$ cat src/rtl/fp_pkg.sv
`default_nettype none
// ============================================================================
// Module   : fp_pkg
// Summary  : Shared Qm.n format helpers and divider state encoding.
// Revision : 1.0  initial release
// ============================================================================
package fp_pkg;

    typedef enum logic [1:0] {
        IDLE = 2'd0,
        CALC = 2'd1,
        DONE = 2'd2
    } fp_state_e;

    function automatic int fp_width(input int int_bits, input int frac_bits);
        return int_bits + frac_bits;
    endfunction

    // Quotient bits needed to keep FRACTION bits of precision after the point.
    function automatic int fp_iter(input int int_bits, input int frac_bits);
        return int_bits + 2 * frac_bits;
    endfunction

    function automatic longint fp_max_val(input bit is_signed, input int w);
        return is_signed ? (longint'(1) << (w - 1)) - 1 : (longint'(1) << w) - 1;
    endfunction

    function automatic longint fp_min_val(input bit is_signed, input int w);
        return is_signed ? -(longint'(1) << (w - 1)) : longint'(0);
    endfunction

endpackage
`default_nettype wire

$ cat src/rtl/fp_div_step.sv
`default_nettype none
// ============================================================================
// Module   : fp_div_step
// Summary  : One restoring-division iteration: shift, compare, subtract.
// Revision : 1.0  initial release
// ============================================================================
module fp_div_step #(
    parameter int W = 16
) (
    input  logic [W:0]   rem_in,
    input  logic [W-1:0] divisor,
    input  logic         bit_in,
    output logic [W:0]   rem_out,
    output logic         q_bit
);

    logic [W+1:0] w_shift;

    assign w_shift = {rem_in, bit_in};
    assign q_bit   = (w_shift >= {2'b00, divisor});
    // Remainder stays below the divisor, so the shifted value never needs bit W+1 after a subtract.
    assign rem_out = q_bit ? (w_shift[W:0] - {1'b0, divisor}) : w_shift[W:0];

endmodule
`default_nettype wire

$ cat src/rtl/fp_divider.sv
`default_nettype none
// ============================================================================
// Module   : fp_divider
// Summary  : Iterative restoring fixed-point divider, one quotient bit/clock.
// Revision : 1.0  initial release
// ============================================================================
module fp_divider
    import fp_pkg::*;
#(
    parameter bit  SIGNED   = 1'b1,
    parameter int  INTEGER  = 2,
    parameter int  FRACTION = 14,
    localparam int W        = fp_width(INTEGER, FRACTION),
    localparam int ITER     = fp_iter(INTEGER, FRACTION)
) (
    input  logic         clk,
    input  logic         rst,
    input  logic [W-1:0] a,
    input  logic [W-1:0] b,
    input  logic         in_valid,
    output logic         in_ready,
    output logic [W-1:0] out,
    output logic         out_valid,
    input  logic         out_ready,
    output logic         sat,
    output logic         div_zero
);

    localparam int               c_CW      = $clog2(ITER);
    localparam logic [W-1:0]     c_MAX     = W'(fp_max_val(SIGNED, W));
    localparam logic [W-1:0]     c_MIN     = W'(fp_min_val(SIGNED, W));
    localparam logic [ITER-1:0]  c_POS_LIM = ITER'(fp_max_val(SIGNED, W));
    localparam logic [ITER-1:0]  c_NEG_LIM = ITER'(-fp_min_val(SIGNED, W));

    fp_state_e          r_state, w_next;
    logic               r_sign;
    logic [W-1:0]       r_divisor;
    logic [ITER-1:0]    r_dividend;
    logic [W:0]         r_rem;
    logic [ITER-1:0]    r_quot;
    logic [c_CW-1:0]    r_count;
    logic [W-1:0]       r_out;
    logic               r_sat;
    logic               r_dz;

    logic               w_xfer;
    logic               w_a_neg, w_b_neg;
    logic [W-1:0]       w_a_mag, w_b_mag;
    logic [W:0]         w_rem_next;
    logic               w_qbit;
    logic [ITER-1:0]    w_quot_next;
    logic [W-1:0]       w_res_out;
    logic               w_res_sat;

    assign w_xfer  = in_valid & in_ready;
    assign w_a_neg = SIGNED & a[W-1];
    assign w_b_neg = SIGNED & b[W-1];
    // Most-negative input maps to itself, which is the correct unsigned magnitude.
    assign w_a_mag = w_a_neg ? -a : a;
    assign w_b_mag = w_b_neg ? -b : b;

    fp_div_step #(
        .W (W)
    ) u_step (
        .rem_in  (r_rem),
        .divisor (r_divisor),
        .bit_in  (r_dividend[ITER-1]),
        .rem_out (w_rem_next),
        .q_bit   (w_qbit)
    );

    assign w_quot_next = {r_quot[ITER-2:0], w_qbit};

    always_comb begin
        w_res_out = w_quot_next[W-1:0];
        w_res_sat = 1'b0;
        if (SIGNED) begin
            if (!r_sign) begin
                if (w_quot_next > c_POS_LIM) begin
                    w_res_out = c_MAX;
                    w_res_sat = 1'b1;
                end
            end else if (w_quot_next > c_NEG_LIM) begin
                w_res_out = c_MIN;
                w_res_sat = 1'b1;
            end else begin
                w_res_out = -w_quot_next[W-1:0];
            end
        end else if (w_quot_next > c_POS_LIM) begin
            w_res_out = c_MAX;
            w_res_sat = 1'b1;
        end
    end

    always_ff @(posedge clk or posedge rst) begin
        if (rst) r_state <= IDLE;
        else     r_state <= w_next;
    end

    always_comb begin
        w_next    = r_state;
        in_ready  = 1'b0;
        out_valid = 1'b0;
        case (r_state)
            IDLE: begin
                in_ready = 1'b1;
                if (in_valid) w_next = (b == '0) ? DONE : CALC;
            end
            CALC: begin
                if (r_count == '0) w_next = DONE;
            end
            DONE: begin
                out_valid = 1'b1;
                if (out_ready) w_next = IDLE;
            end
            default: w_next = IDLE;
        endcase
    end

    always_ff @(posedge clk or posedge rst) begin
        if (rst) begin
            r_sign     <= 1'b0;
            r_divisor  <= '0;
            r_dividend <= '0;
            r_rem      <= '0;
            r_quot     <= '0;
            r_count    <= '0;
            r_out      <= '0;
            r_sat      <= 1'b0;
            r_dz       <= 1'b0;
        end else begin
            case (r_state)
                IDLE: begin
                    if (w_xfer) begin
                        r_sign     <= SIGNED & (a[W-1] ^ b[W-1]);
                        r_divisor  <= w_b_mag;
                        r_dividend <= {w_a_mag, {FRACTION{1'b0}}};
                        r_rem      <= '0;
                        r_quot     <= '0;
                        r_count    <= c_CW'(ITER - 1);
                        if (b == '0) begin
                            r_out <= w_a_neg ? c_MIN : c_MAX;
                            r_sat <= 1'b1;
                            r_dz  <= 1'b1;
                        end
                    end
                end
                CALC: begin
                    r_rem      <= w_rem_next;
                    r_quot     <= w_quot_next;
                    r_dividend <= {r_dividend[ITER-2:0], 1'b0};
                    r_count    <= r_count - 1'b1;
                    if (r_count == '0) begin
                        r_out <= w_res_out;
                        r_sat <= w_res_sat;
                        r_dz  <= 1'b0;
                    end
                end
                default: ;
            endcase
        end
    end

    assign out      = r_out;
    assign sat      = r_sat;
    assign div_zero = r_dz;

endmodule
`default_nettype wire

$ cat config.mk
export PLATFORM = sky130hd
export DESIGN_NAME = fp_divider
export DESIGN_NICKNAME = d
export VERILOG_FILES = /design/src/rtl/fp_pkg.sv /design/src/rtl/fp_div_step.sv /design/src/rtl/fp_divider.sv
export SDC_FILE = /design/constraint.sdc
export NUM_CORES = 1
export LEC_CHECK = 0
export ABC_CLOCK_PERIOD_IN_PS = 5000
export CAP_MARGIN = 20
export CORE_UTILIZATION = 46
export DETAILED_ROUTE_END_ITERATION = 6
export DONT_BUFFER_PORTS = 1
export HOLD_SLACK_MARGIN = 0.02
export PLACE_DENSITY_LB_ADDON = 0.08
export SETUP_SLACK_MARGIN = 0.2
export SLEW_MARGIN = 20
export SYNTH_ARGS = -nofsm -noshare
export SYNTH_HDL_FRONTEND = slang
export SYNTH_SLANG_ARGS = --single-unit
$ cat constraint.sdc
create_clock -name clk -period 5 [get_ports clk]
set_input_delay 0.75 -clock clk [delete_from_list [all_inputs] [get_ports clk]]
set_output_delay 0.75 -clock clk [all_outputs]
set_load 0.01 [all_outputs]
Word level (Yosys, flattened, before mapping):

Index checks and enable logic that the tools add are counted.

* reductions and logical operators: 8
* multiplexer cells: 35
* order comparisons: 3
* equality and inequality tests: 7
* bitwise gates (word level): 2
* $add $sub $neg: 5

Operators with widths (count)
* 2-to-1 mux 16 bit: 9
* case mux 30 bit (2 select lines): 1
* case mux 29 bit (2 select lines): 1
* negation 16 bit: 3
* 2-to-1 mux 17 bit: 2
* case mux 17 bit (2 select lines): 1
* case mux 16 bit (2 select lines): 1
* > comparator 30 x 15 -> 1 bit, second input constant: 1
* > comparator 30 x 16 -> 1 bit, second input constant: 1
* 2-to-1 mux 30 bit: 1
* 2-to-1 mux 29 bit: 1
* >= comparator 18 x 16 -> 1 bit: 1
* subtractor 17 x 16 -> 17 bit: 1
* zero test 16 bit: 1
* inequality test 2 bit, second input constant: 5
* case mux 5 bit (2 select lines): 1
* 2-to-1 mux 1 bit: 9
* 2-to-1 mux 2 bit: 4
* case mux 2 bit (3 select lines): 1
* zero test 5 bit: 1
* 2-to-1 mux 5 bit: 1
* subtractor 5 x 1 -> 5 bit, second input constant: 1
* case mux 1 bit (2 select lines): 2
* AND reduction 2 bit: 2
* 8 further kinds: 8

* output and inout port bits: 20
* register bits after elaboration: 118
* bits of input ports: 36
* logic and storage cells: 70

Longest topological paths before layout:

* depth after elaboration: 6
* depth in mapped cells: 20
* mapped depth without buffers: 16

Hierarchy:

A second synthesis with hierarchy kept.

* cell total of the unflattened synthesis: 646
* area, all modules: 6227.2 µm²

By module, submodules not included
* fp_divider: times used 1, sequential area each 2602.5 µm², cells an instance 487, area each 5158.7 µm²
* fp_div_step: times used 1, sequential area each 0.0 µm², cells an instance 159, area each 1068.5 µm²

Least setup slack after synthesis:

Ideal clock, no wire load.

* path kind: register to register
* from: reg r_rem[13]
* to: reg r_out[3] (netlist: out[3])
* data required time: 4917 ps
* buffers on the path: 4
* slack: 704 ps
* library setup time: 83 ps
* period minus slack after synthesis: 4296 ps
* cell stages (with the launch flop): 19
* arrival time: 4214 ps
* path through: dfrtp_1 -> ha_1 -> a21o_1 -> a2111oi_4 -> a21bo_1 -> or3_1 -> buf_6 -> inv_2 -> buf_4 -> buf_4 -> ha_1 -> or3b_2 -> nor3_1 -> nand3_1 -> a21o_1 -> clkbuf_1 -> a2111oi_0 -> a211oi_1 -> o21ai_0

* word-level cells in the longest chain between the ends: 6
* elaborated cells between the ends (all ways): 9
* those cells by class: add/sub: 1; order compare: 3; mux: 5

Ends and longest elaborated chain
* from (decl): line fp_divider.sv:39 `logic [W:0] r_rem;`
* from (signal assigned): line fp_divider.sv:149 `r_rem <= w_rem_next;`
* >= comparator 18 x 16 -> 1 bit (*): line fp_div_step.sv:20 `assign q_bit = (w_shift >= {2'b00, divisor});`
* > comparator 30 x 15 -> 1 bit, or another cell as far along
* 2-to-1 mux 16 bit, on equally long branches: line fp_divider.sv:79, fp_divider.sv:83
* 2-to-1 mux 16 bit (*): line fp_divider.sv:78 `if (!r_sign) begin`
* 2-to-1 mux 16 bit (*): line fp_divider.sv:153 `if (r_count == '0) begin`
* case mux 16 bit (2 select lines) (*): line fp_divider.sv:132 `case (r_state)`
* to (signal assigned): line fp_divider.sv:142 `r_out <= w_a_neg ? c_MIN : c_MAX;`
* to (signal assigned): line fp_divider.sv:154 `r_out <= w_res_out;`
* to (decl): line fp_divider.sv:42 `logic [W-1:0] r_out;`

Every way passes the cells marked *; elsewhere a longest branch is shown, timed or not. The select of a mux whose other input is x is not followed.
A chain may end at the register's enable or synchronous reset.

Final worst setup path:

* from: reg r_rem[13]
* to: reg r_out[7] (netlist: out[7])

Same word-level chain as after synthesis.

==> flow_summary.yaml <==
floorplanning:
  boundaryPins: 56
  initial_utilization: 0.480
  die_h_um: 118
  die_w_um: 118
  core-area_um2: 12900
  num_rows: 41
  die_area_um2: 13900
placed_design:
  dpl.hpwl_um: 9830
  io_buffers: 0
  place.gp.congestion: 0.811
detailed_routing:
  wl_per_cell_um: 17.2
  drt_iter0_markers: 353
  dr.pass1.iters: 5
  vias: 4997
  drc: 0
  postRouteAntennaNets: 0
  routed_wl_um: 14400
  post_drt_via_cell_ratio: 5.96
global_routing:
  grt_max_degree: 67
  antenna_found_initial: 0
  first_global_vias: 4852
  grt_first_pass_wirelength_um: 24300
  grt_usage: 0.219
  overflow: 0
power_and_ir_drop:
  power_leakage_nw: 2.84
  vdd_drop_max_v: 0.000235
  power-per-cell-area_nw_per_um2: 709
clocking:
  clock_path_buffers: 2
  cts_hold_buf: 0
  cts_root_buffer: "clkbuf_16"
  clock-sinks: 104
  cts_setup_buffers: 0
  cts_tree: "done"
  cts-buffers-inserted: 9
  cts_resized: 0
  clk_latency_ns: 0.36
  clk_transition_reported_paths_ns: 0.07
  cts-htree-levels: 3
cells_and_area:
  layout-drive-gt1-share: 0.0525
  fillerInstances: 1236
  multi_input_area_um2: 3280
  area_delta_synth_final_pct: 6.42
  post-route-util: 0.511
  antenna_cells: 0
  nets: 722
  register_area_um2: 2600
setup_path:
  path_class: "flip-flop to flip-flop"
  cp_max_fo: 12
  end_kind: "flip-flop"
  start_kind: "flip-flop"
  worstPathArrival_ns: 4.59
  r2r-end: "out[7]"
  worstPathRequired_ns: 5.26
  r2r_setup_slack_ns: 0.67
  reg2regPathDepth: 14
  rr_startpoint: "r_rem[13]"
synthesis:
  synth-seq-area-share: 0.421
  synth_seq_cells: 104
  synth-edff-count: 0
  postSynthCellCount: 689
  synth_area_leaders: "dfrtp_1 (42%), o21ai_0 (6.4%), nand2_1 (5.2%)"
  ys_types: 67
  synth_top_area_frac: 0.421
  synth_flop_cell: "dfrtp_1"
  synthesis.area_um2: 6180
  yosysWarnings: 0
  async_reset_ff_frac: 1.00
  synth_top_cell_by_area: "dfrtp_1"
  avgSynthCellArea_um2: 8.97
  synth.net_count: 747
run:
  max-cap-violations: 0
timing:
  fin_setup_tns_ns: 0
  min_period_over_period: 0.866
  drv_slew: 0
  fin_crit_ns: 4.33
  finalHoldViolations: 0
  clock.fmax_ghz: 0.231
  rsz0062_at_grt: "no"
  tightestPinTransition_ns: 1.07
  finalSetupViolations: 0
  maxSlewHeadroom: 0.286
  finClkSkew_ns: 0.0106
outcome:
  status: "finished clean"
worst_hold_path:
  hold_class: "input port to async pin"
[per-stage QoR]
stage	setup WS, ns	hold slack (ns)	instance area (µm²)	cells	total power, mW
after floorplan	0.704	0.443	6180	689	3.43
final	0.669	0.411	6580	839	4.67
after global routing	0.337	0.489	6580	839	5.09
after detailed placement	0.700	0.470	6290	825	3.96
after CTS	0.671	0.449	6580	839	4.68
after global placement	0.802	0.464	6290	825	3.92
[power by group]
group | internal [mW] | switching, mW | total (mW)
Combinational | 1.02 | 1.33 | 2.35
Sequential | 1.22 | 0.386 | 1.61
Clock | 0.397 | 0.313 | 0.710
[cell usage in the layout, fill, tap and decap left out, types with 5 or more instances in the layout]
cell / netlist / layout
xnor2_1: 21 / 21
a21o_1: 9 / 9
inv_1: 37 / 36
a21oi_1: 28 / 28
nor2_1: 32 / 32
nand2b_1: 6 / 6
nor2b_1: 9 / 8
or3_1: 5 / 5
nand3_1: 15 / 15
nor4_1: 8 / 8
o21a_1: 5 / 5
nand2_1: 86 / 86
ha_1: 21 / 21
xor2_1: 17 / 17
mux2i_1: 6 / 6
a31oi_1: 10 / 10
dfrtp_1: 104 / 104
a22o_1: 32 / 32
o41ai_1: 5 / 5
clkbuf_16: 0 / 9
o31ai_1: 7 / 7
buf_4: 2 / 7
a22oi_1: 13 / 13
o21ai_0: 79 / 79
nor3_1: 16 / 16
a211oi_1: 8 / 8
or4_1: 8 / 8
[synthesized netlist by cell type, types with 13 or more instances]
cell type  instances
dfrtp_1          104
inv_1             37
nor3_1            16
nand3_1           15
ha_1              21
a22o_1            32
xor2_1            17
a22oi_1           13
nor2_1            32
nand2_1           86
xnor2_1           21
o21ai_0           79
a21oi_1           28
clkbuf_1          31
[worst max path at each step]
| stage | start | to | slack (ns) | cells past startpoint |
|---|---|---|---|---|
| 5_1_grt | r_rem[13] | out[7] | 0.34 | 14 |
| 6_report | r_rem[13] | out[7] | 0.67 | 14 |
| 3_3_place_gp | r_rem[13] | out[7] | 0.80 | 14 |
| 4_1_cts | r_rem[13] | out[7] | 0.67 | 14 |
| 2_1_floorplan | r_rem[13] | out[3] | 0.70 | 18 |
| 3_5_place_dp | r_rem[13] | out[7] | 0.70 | 14 |
[layer usage]
layer  track usage  routed length (µm)
met1         0.294                6850
met2         0.350                6720
met3        0.0465                 606
met4        0.0721                 238
met5             0                   0
[cell type report]
cell class	instances	area share
Clock buffer	11	0.0369
Inverter	38	0.0221
Sequential cell	104	0.396
Clock inverter	3	0.00666
Multi-Input combinational cell	504	0.498
Tap cell	172	0.0327
Timing Repair Buffer	7	0.00799
[kinds of logic after synthesis]
group	share of synthesized area
adder cells (fa/ha/maj)	0.0457
flip-flops	0.421
XOR/XNOR	0.0565
multiplexers	0.00972
AO/OA/AOI/OAI	0.247
AND/OR/NAND/NOR	0.168
buffers and inverters	0.0520
[worst max-delay path, cell delays in order (launching register included)]
cell and delay (ns):
dfrtp_1 0.40, ha_1 0.37, a21o_1 0.24, a2111oi_4 0.37, a21bo_1 0.24, or3_1 0.42, inv_2 0.08, ha_1 0.19
or3b_2 0.47, nor3_1 0.25, nand3_1 0.15, a21o_1 0.33, o311ai_0 0.34, o21ai_0 0.14, a211oi_1 0.25
[sequential cells by signal, summed over array words and instances, names as in the netlist]
name,count
r_count,5
r_dividend,16
r_sign,1
sat,1
r_state,2
r_divisor,16
out,16
div_zero,1
r_quot,29
r_rem,17
(Power assumes the default switching activity.)
